<file path="src/rtl/fpu_host_initiator_if.sv">
// CPU byte-bus and FPU start/done/ack handshake signals for the FPU host initiator.
// master is the initiator's view; slave is the CPU/core side.
interface fpu_host_initiator_if;
  logic        cs;
  logic        wr;
  logic [3:0]  addr;
  logic [7:0]  data_in;
  logic [7:0]  data_out;
  logic        irq;
  logic [3:0]  fpu_op;
  logic [31:0] fpu_a;
  logic [31:0] fpu_b;
  logic        fpu_start;
  logic        fpu_done;
  logic [31:0] fpu_result;
  logic        fpu_ack;

  modport master (
    input  cs, wr, addr, data_in, fpu_done, fpu_result,
    output data_out, irq, fpu_op, fpu_a, fpu_b, fpu_start, fpu_ack
  );

  modport slave (
    output cs, wr, addr, data_in, fpu_done, fpu_result,
    input  data_out, irq, fpu_op, fpu_a, fpu_b, fpu_start, fpu_ack
  );
endinterface

</file>
<file path="src/rtl/fpu_host_initiator.sv">
// CPU-side initiator for the FPU core: byte-wide operand/opcode registers, four-phase
// start/done/ack command handshake with timeout, result capture, status flags and irq.
module fpu_host_initiator #(
  parameter int unsigned TIMEOUT_CYCLES = 4096
) (
  input logic                 clk,
  input logic                 arst,
  fpu_host_initiator_if.master bus
);
  localparam int unsigned           CNT_W    = $clog2(TIMEOUT_CYCLES);
  localparam logic [CNT_W-1:0]      CNT_LAST = CNT_W'(TIMEOUT_CYCLES - 1);
  localparam logic [3:0]            OP_MAX   = 4'd12;

  typedef enum logic [1:0] {S_IDLE, S_REQ, S_ACK, S_DONE} state_t;

  state_t            state_q, state_d;
  logic [31:0]       a_q, b_q, result_q;
  logic [3:0]        op_q;
  logic [CNT_W-1:0]  cnt_q;
  logic              start_q, ack_q;
  logic              busy_q, done_q, err_op_q, err_tmo_q, err_busy_q, irq_en_q;

  logic              wr_en, operand_wr, cmd_wr, stat_wr, ctrl_wr, in_idle;
  logic              blocked_wr, cmd_go, cmd_bad;
  logic              capture, tmo, ack_to_done, done_set;
  logic [7:0]        status, rd_byte;

  // Bus write decode; operand/command writes are only honoured while idle
  always_comb begin
    wr_en      = bus.cs & bus.wr;
    in_idle    = (state_q == S_IDLE);
    operand_wr = wr_en & ~bus.addr[3];
    cmd_wr     = wr_en & (bus.addr == 4'hC);
    stat_wr    = wr_en & (bus.addr == 4'hD);
    ctrl_wr    = wr_en & (bus.addr == 4'hE);
    blocked_wr = (operand_wr | cmd_wr) & ~in_idle;
    cmd_go     = cmd_wr & in_idle & (bus.data_in[3:0] <= OP_MAX);
    cmd_bad    = cmd_wr & in_idle & (bus.data_in[3:0] >  OP_MAX);
  end

  // FSM state register
  always_ff @(posedge clk or posedge arst) begin
    if (arst) state_q <= S_IDLE;
    else      state_q <= state_d;
  end

  // FSM next state and per-cycle event strobes
  always_comb begin
    state_d     = state_q;
    capture     = 1'b0;
    tmo         = 1'b0;
    ack_to_done = 1'b0;
    done_set    = 1'b0;
    case (state_q)
      S_IDLE: begin
        if (cmd_go) state_d = S_REQ;
      end
      S_REQ: begin
        if (bus.fpu_done) begin
          capture = 1'b1;
          state_d = S_ACK;
        end else if (cnt_q == CNT_LAST) begin
          tmo     = 1'b1;
          state_d = S_IDLE;
        end
      end
      S_ACK: begin
        if (!bus.fpu_done) begin
          ack_to_done = 1'b1;
          state_d     = S_DONE;
        end
      end
      S_DONE: begin
        done_set = 1'b1;
        state_d  = S_IDLE;
      end
      default: state_d = S_IDLE;
    endcase
  end

  // Handshake outputs, timeout counter and datapath registers
  always_ff @(posedge clk or posedge arst) begin
    if (arst) begin
      start_q  <= 1'b0;
      ack_q    <= 1'b0;
      cnt_q    <= '0;
      a_q      <= '0;
      b_q      <= '0;
      op_q     <= '0;
      result_q <= '0;
      irq_en_q <= 1'b0;
    end else begin
      start_q <= (state_d == S_REQ);
      ack_q   <= (state_d == S_ACK);
      if (cmd_go)                 cnt_q <= '0;
      else if (state_q == S_REQ)  cnt_q <= cnt_q + CNT_W'(1);
      if (operand_wr && in_idle) begin
        if (bus.addr[2]) b_q[{bus.addr[1:0], 3'b000} +: 8] <= bus.data_in;
        else             a_q[{bus.addr[1:0], 3'b000} +: 8] <= bus.data_in;
      end
      if (cmd_go)  op_q     <= bus.data_in[3:0];
      if (capture) result_q <= bus.fpu_result;
      if (ctrl_wr) irq_en_q <= bus.data_in[0];
    end
  end

  // Status flags: write-1-to-clear, with a same-cycle set taking priority
  always_ff @(posedge clk or posedge arst) begin
    if (arst) begin
      busy_q     <= 1'b0;
      done_q     <= 1'b0;
      err_op_q   <= 1'b0;
      err_tmo_q  <= 1'b0;
      err_busy_q <= 1'b0;
    end else begin
      if (cmd_go)                   busy_q <= 1'b1;
      else if (tmo || ack_to_done)  busy_q <= 1'b0;
      done_q     <= done_set   | (done_q     & ~(stat_wr & bus.data_in[1]) & ~cmd_go);
      err_busy_q <= blocked_wr | (err_busy_q & ~(stat_wr & bus.data_in[2]));
      err_tmo_q  <= tmo        | (err_tmo_q  & ~(stat_wr & bus.data_in[3]));
      err_op_q   <= cmd_bad    | (err_op_q   & ~(stat_wr & bus.data_in[4]));
    end
  end

  // Combinational read mux
  always_comb begin
    status  = {3'b000, err_op_q, err_tmo_q, err_busy_q, done_q, busy_q};
    rd_byte = 8'h00;
    case (bus.addr)
      4'h0, 4'h1, 4'h2, 4'h3: rd_byte = a_q[{bus.addr[1:0], 3'b000} +: 8];
      4'h4, 4'h5, 4'h6, 4'h7: rd_byte = b_q[{bus.addr[1:0], 3'b000} +: 8];
      4'h8, 4'h9, 4'hA, 4'hB: rd_byte = result_q[{bus.addr[1:0], 3'b000} +: 8];
      4'hD:                   rd_byte = status;
      4'hE:                   rd_byte = {7'b0000000, irq_en_q};
      default:                rd_byte = 8'h00;
    endcase
  end

  assign bus.data_out  = bus.cs ? rd_byte : 8'h00;
  assign bus.irq       = irq_en_q & (done_q | err_op_q | err_tmo_q | err_busy_q);
  assign bus.fpu_op    = op_q;
  assign bus.fpu_a     = a_q;
  assign bus.fpu_b     = b_q;
  assign bus.fpu_start = start_q;
  assign bus.fpu_ack   = ack_q;
endmodule

</file>
<file path="src/flat_wrapper.sv">
// flat-port wrapper written by rule: the top's interface ports become plain ports
module fpu_host_initiator_flat 
#(
  parameter int unsigned TIMEOUT_CYCLES = 4096
)
  (clk, arst, bus_cs, bus_wr, bus_addr, bus_data_in, bus_fpu_done, bus_fpu_result, bus_data_out, bus_irq, bus_fpu_op, bus_fpu_a, bus_fpu_b, bus_fpu_start, bus_fpu_ack);
  fpu_host_initiator_if bus_i ();
  input logic clk;
  input logic arst;
  input wire logic [$bits(bus_i.cs)-1:0] bus_cs;
  input wire logic [$bits(bus_i.wr)-1:0] bus_wr;
  input wire logic [$bits(bus_i.addr)-1:0] bus_addr;
  input wire logic [$bits(bus_i.data_in)-1:0] bus_data_in;
  input wire logic [$bits(bus_i.fpu_done)-1:0] bus_fpu_done;
  input wire logic [$bits(bus_i.fpu_result)-1:0] bus_fpu_result;
  output wire logic [$bits(bus_i.data_out)-1:0] bus_data_out;
  output wire logic [$bits(bus_i.irq)-1:0] bus_irq;
  output wire logic [$bits(bus_i.fpu_op)-1:0] bus_fpu_op;
  output wire logic [$bits(bus_i.fpu_a)-1:0] bus_fpu_a;
  output wire logic [$bits(bus_i.fpu_b)-1:0] bus_fpu_b;
  output wire logic [$bits(bus_i.fpu_start)-1:0] bus_fpu_start;
  output wire logic [$bits(bus_i.fpu_ack)-1:0] bus_fpu_ack;
  assign bus_i.cs = bus_cs;
  assign bus_i.wr = bus_wr;
  assign bus_i.addr = bus_addr;
  assign bus_i.data_in = bus_data_in;
  assign bus_i.fpu_done = bus_fpu_done;
  assign bus_i.fpu_result = bus_fpu_result;
  assign bus_data_out = bus_i.data_out;
  assign bus_irq = bus_i.irq;
  assign bus_fpu_op = bus_i.fpu_op;
  assign bus_fpu_a = bus_i.fpu_a;
  assign bus_fpu_b = bus_i.fpu_b;
  assign bus_fpu_start = bus_i.fpu_start;
  assign bus_fpu_ack = bus_i.fpu_ack;
  fpu_host_initiator #(.TIMEOUT_CYCLES(TIMEOUT_CYCLES)) u_core (.clk(clk), .arst(arst), .bus(bus_i));
endmodule
</file>
<file path="config.mk">
export PLATFORM = sky130hd
export DESIGN_NAME = fpu_host_initiator_flat
export DESIGN_NICKNAME = d
export VERILOG_FILES = /design/src/rtl/fpu_host_initiator_if.sv /design/src/rtl/fpu_host_initiator.sv /design/src/flat_wrapper.sv
export SDC_FILE = /design/constraint.sdc
export NUM_CORES = 1
export LEC_CHECK = 0
export ABC_AREA = 1
export ABC_CLOCK_PERIOD_IN_PS = 5250
export BUFFER_PORTS_ARGS = -buffer_cell sky130_fd_sc_hd__buf_2
export CORE_MARGIN = 2
export CORE_UTILIZATION = 57
export CTS_BUF_LIST = sky130_fd_sc_hd__clkbuf_8
export CTS_CLUSTER_SIZE = 14
export DETAILED_ROUTE_END_ITERATION = 8
export HOLD_SLACK_MARGIN = 0.02
export PLACE_DENSITY_LB_ADDON = 0.2
export SYNTH_ARGS = -nofsm -noshare
export SYNTH_HDL_FRONTEND = slang
export SYNTH_SLANG_ARGS = --single-unit
</file>
<file path="constraint.sdc">
create_clock -name clk -period 5.25 [get_ports clk]
set_input_delay 1.05 -clock clk [delete_from_list [all_inputs] [get_ports clk]]
set_output_delay 1.05 -clock clk [all_outputs]
set_load 0.05 [all_outputs]
</file>
==> impl_results.md <==
* Status: finished clean
* Root Buffer: clkbuf_8
* Worst skew pair latency at 0.46 ns
* Post-Layout Inst Area at 7490 um^2
* Synth Flop Type: dfrtp_1
* Syn Inst Count at 707
* Hold Vio Cnt, Final at 0
* Synth Register Bits at 122
* Inserted Clock Buffers at 17
* Worst Max-Slew Pin Slew at 0.686 ns
* Setup crit end kind: primary output
* YS warnings at 0
* Avg Synthesized Cell Area at 8.98 um^2
* Residual DRC at 0
* Die area at 12000 um^2
* Most frequent cell after synthesis: dfrtp_1
* Critical Path RT at 4.20 ns
* Critical Path AT at 3.80 ns
* Final core occ at 0.691
* Chip Height at 110 um
* RSZ-0062 raised after global routing: no
* Clk buf depth at 2
* Post-DRT Antenna Nets at 0
* Fin. max-slew vios at 0
* Clk slew on worst S/H paths at 0.08 ns
* Kind of critical path: in -> out
* Crit share post-route at 0.924
* Post-synthesis net count at 765
* Worst-path maximum fanout at 15
* Post-synthesis sequential area ratio at 0.481
* NumNets Final at 892
* Final setup violation count at 0
* Cell variety after synth at 41
* Vias per cell at 5.84
* Port Buffers at 127
* # hold bufs at CTS at 0
* First-pass GRT wire length at 29500 um
* Die Width at 110 um
* Antenna Diode Count at 0
* Total negative slack at 0 ns
* Placed Area at 7100 um^2
* Clock net sink count at 122
* Total GRT Usage at 0.334
* Synth area leaders: dfrtp_1, mux2_2, nand3_1
* Detailed Place HPWL at 13800 um
* Met2 global-route usage at 0.503
* Drt wl/cell at 19.1 um
* Share of post-route cells with drive strength above 1 at 0.323
* Most instantiated cells after synthesis: dfrtp_1, nand2_1, nand3_1, mux2_2, inv_1
* Post-Layout Cell Count at 987
* Drt first-iter violations at 581
* Max frequency at 206 MHz
* Crit start category: primary input
* Peak VDD IR at 0.367 mV
* Area grow syn2layout at 17.9%
* Cell taking the most area after synthesis: dfrtp_1
* Post-place setup slack at 0.490 ns
* Post-synth EDFFs at 0
* Vias at 5760
* CTS resizes at 0
* Hold_ws at 0.484 ns
* Io pins at 128
* Core area at 10800 um^2
* Leakage at 3.79 nW
* Initial antenna violation count at 0
* H-tree levels at 4
* Overall power at 3.55 mW
* Synthesized area at 6350 um^2
* Slew headroom at 0.543
* GR Layer Usage met1 at 0.471
* Post-synth ARST share at 1.00
* Post-CTS setup buffer count at 0
* Starting Density at 0.586
* Tightest Hold Check Type: reg -> reg
* Final Worst Setup Slack at 0.397 ns
* Final RePlAce weighted congestion at 0.908
* Grt total ovfl at 0
* Crit path time final at 4.85 ns
* Pwr per Cell Area at 474 nW/um^2
* CTS tree: yes
* Routed WL at 18800 um
* Met3 Track Usage GR at 0.0646
* Dpl cells at 955
* Max-cap violations at 0
* Drt pass-1 iters at 5
* Busiest grt layer: met2
* Largest net degree at the start of global routing at 54
* Post-synth top area share at 0.481
* Post-route clock skew at 0.0111 ns
* Vias in the first global route at 5543
* Standard-cell rows at 38
==> final cells by class <==
cell class	instances	area [um^2]
Sequential cell	122	3050
Fill cell	880	3350
Clock inverter	13	128
Clock buffer	19	262
Multi-Input combinational cell	482	2870
Timing Repair Buffer	139	726
Inverter	72	275
Tap cell	140	175
==> final timing paths <==
path	start	endpoint	slack, ns	depth (start not counted)
worst max-delay path	bus_addr[1]	bus_data_out[4]	0.40	14
worst min-delay path	u_core.bus.fpu_op[1]	u_core.bus.fpu_op[1]	0.48	2
worst max register to register	u_core.state_q[0]	u_core.bus.fpu_b[2]	3.13	6
worst min register to register	u_core.bus.fpu_op[1]	u_core.bus.fpu_op[1]	0.48	2
max in group asynchronous	arst	u_core.state_q[1]	3.62	3
min in group asynchronous	arst	u_core.bus.fpu_b[3]	0.72	2
==> placed cells by master, fill, tap and decap left out, types with 6 or more instances in the layout <==
master | netlist | layout
buf_2 | 16 | 127
dfrtp_1 | 122 | 122
nand2_1 | 116 | 116
nand3_1 | 96 | 96
mux2_2 | 70 | 70
inv_1 | 65 | 66
nor2_1 | 55 | 55
o21ai_0 | 46 | 46
clkbuf_8 | 0 | 19
a21oi_1 | 18 | 18
nor3_1 | 15 | 15
buf_4 | 3 | 12
ha_1 | 9 | 9
nor2_4 | 7 | 7
nand2_2 | 6 | 6
==> power breakdown <==
part	leakage, nW	internal, mW	switching [mW]
clock network	0.200	0.441	0.388
logic	2.06	0.379	0.918
registers	1.53	1.23	0.194
total	3.79	2.05	1.50
==> worst max-delay path, stage by stage <==
cell	delay, ns
buf_2	0.27
inv_1	0.30
ha_1	0.27
buf_4	0.17
nor2_1	0.10
nand2_1	0.11
nand2_1	0.42
nand2_1	0.27
nand3_1	0.13
nand3_1	0.07
nand3_1	0.09
nand2_1	0.07
a21oi_1	0.18
buf_2	0.30
==> cells by family after synthesis <==
group / synth area share
AO/OA/AOI/OAI: 0.0863
XOR/XNOR: 0.00276
adder cells (fa/ha/maj): 0.0177
buffers and inverters: 0.0674
flip-flops: 0.481
multiplexers: 0.124
AND/OR/NAND/NOR: 0.221
==> layer usage <==
layer	up-vias	share of wire
li1	2618	-
met2	318	0.46
met3	55	0.090
met5	-	0
met4	0	0.028
met1	2769	0.42
==> state kept, by name, indices dropped and copies added (netlist names) <==
signal / count
u_core.done_q: 1
u_core.cnt_q: 12
u_core.bus.fpu_b: 32
u_core.busy_q: 1
u_core.err_busy_q: 1
u_core.err_tmo_q: 1
u_core.bus.fpu_a: 32
u_core.state_q: 2
u_core.result_q: 32
u_core.bus.fpu_op: 4
u_core.err_op_q: 1
u_core.bus.fpu_ack: 1
u_core.irq_en_q: 1
u_core.bus.fpu_start: 1
Power figures use the tool's default switching activity.
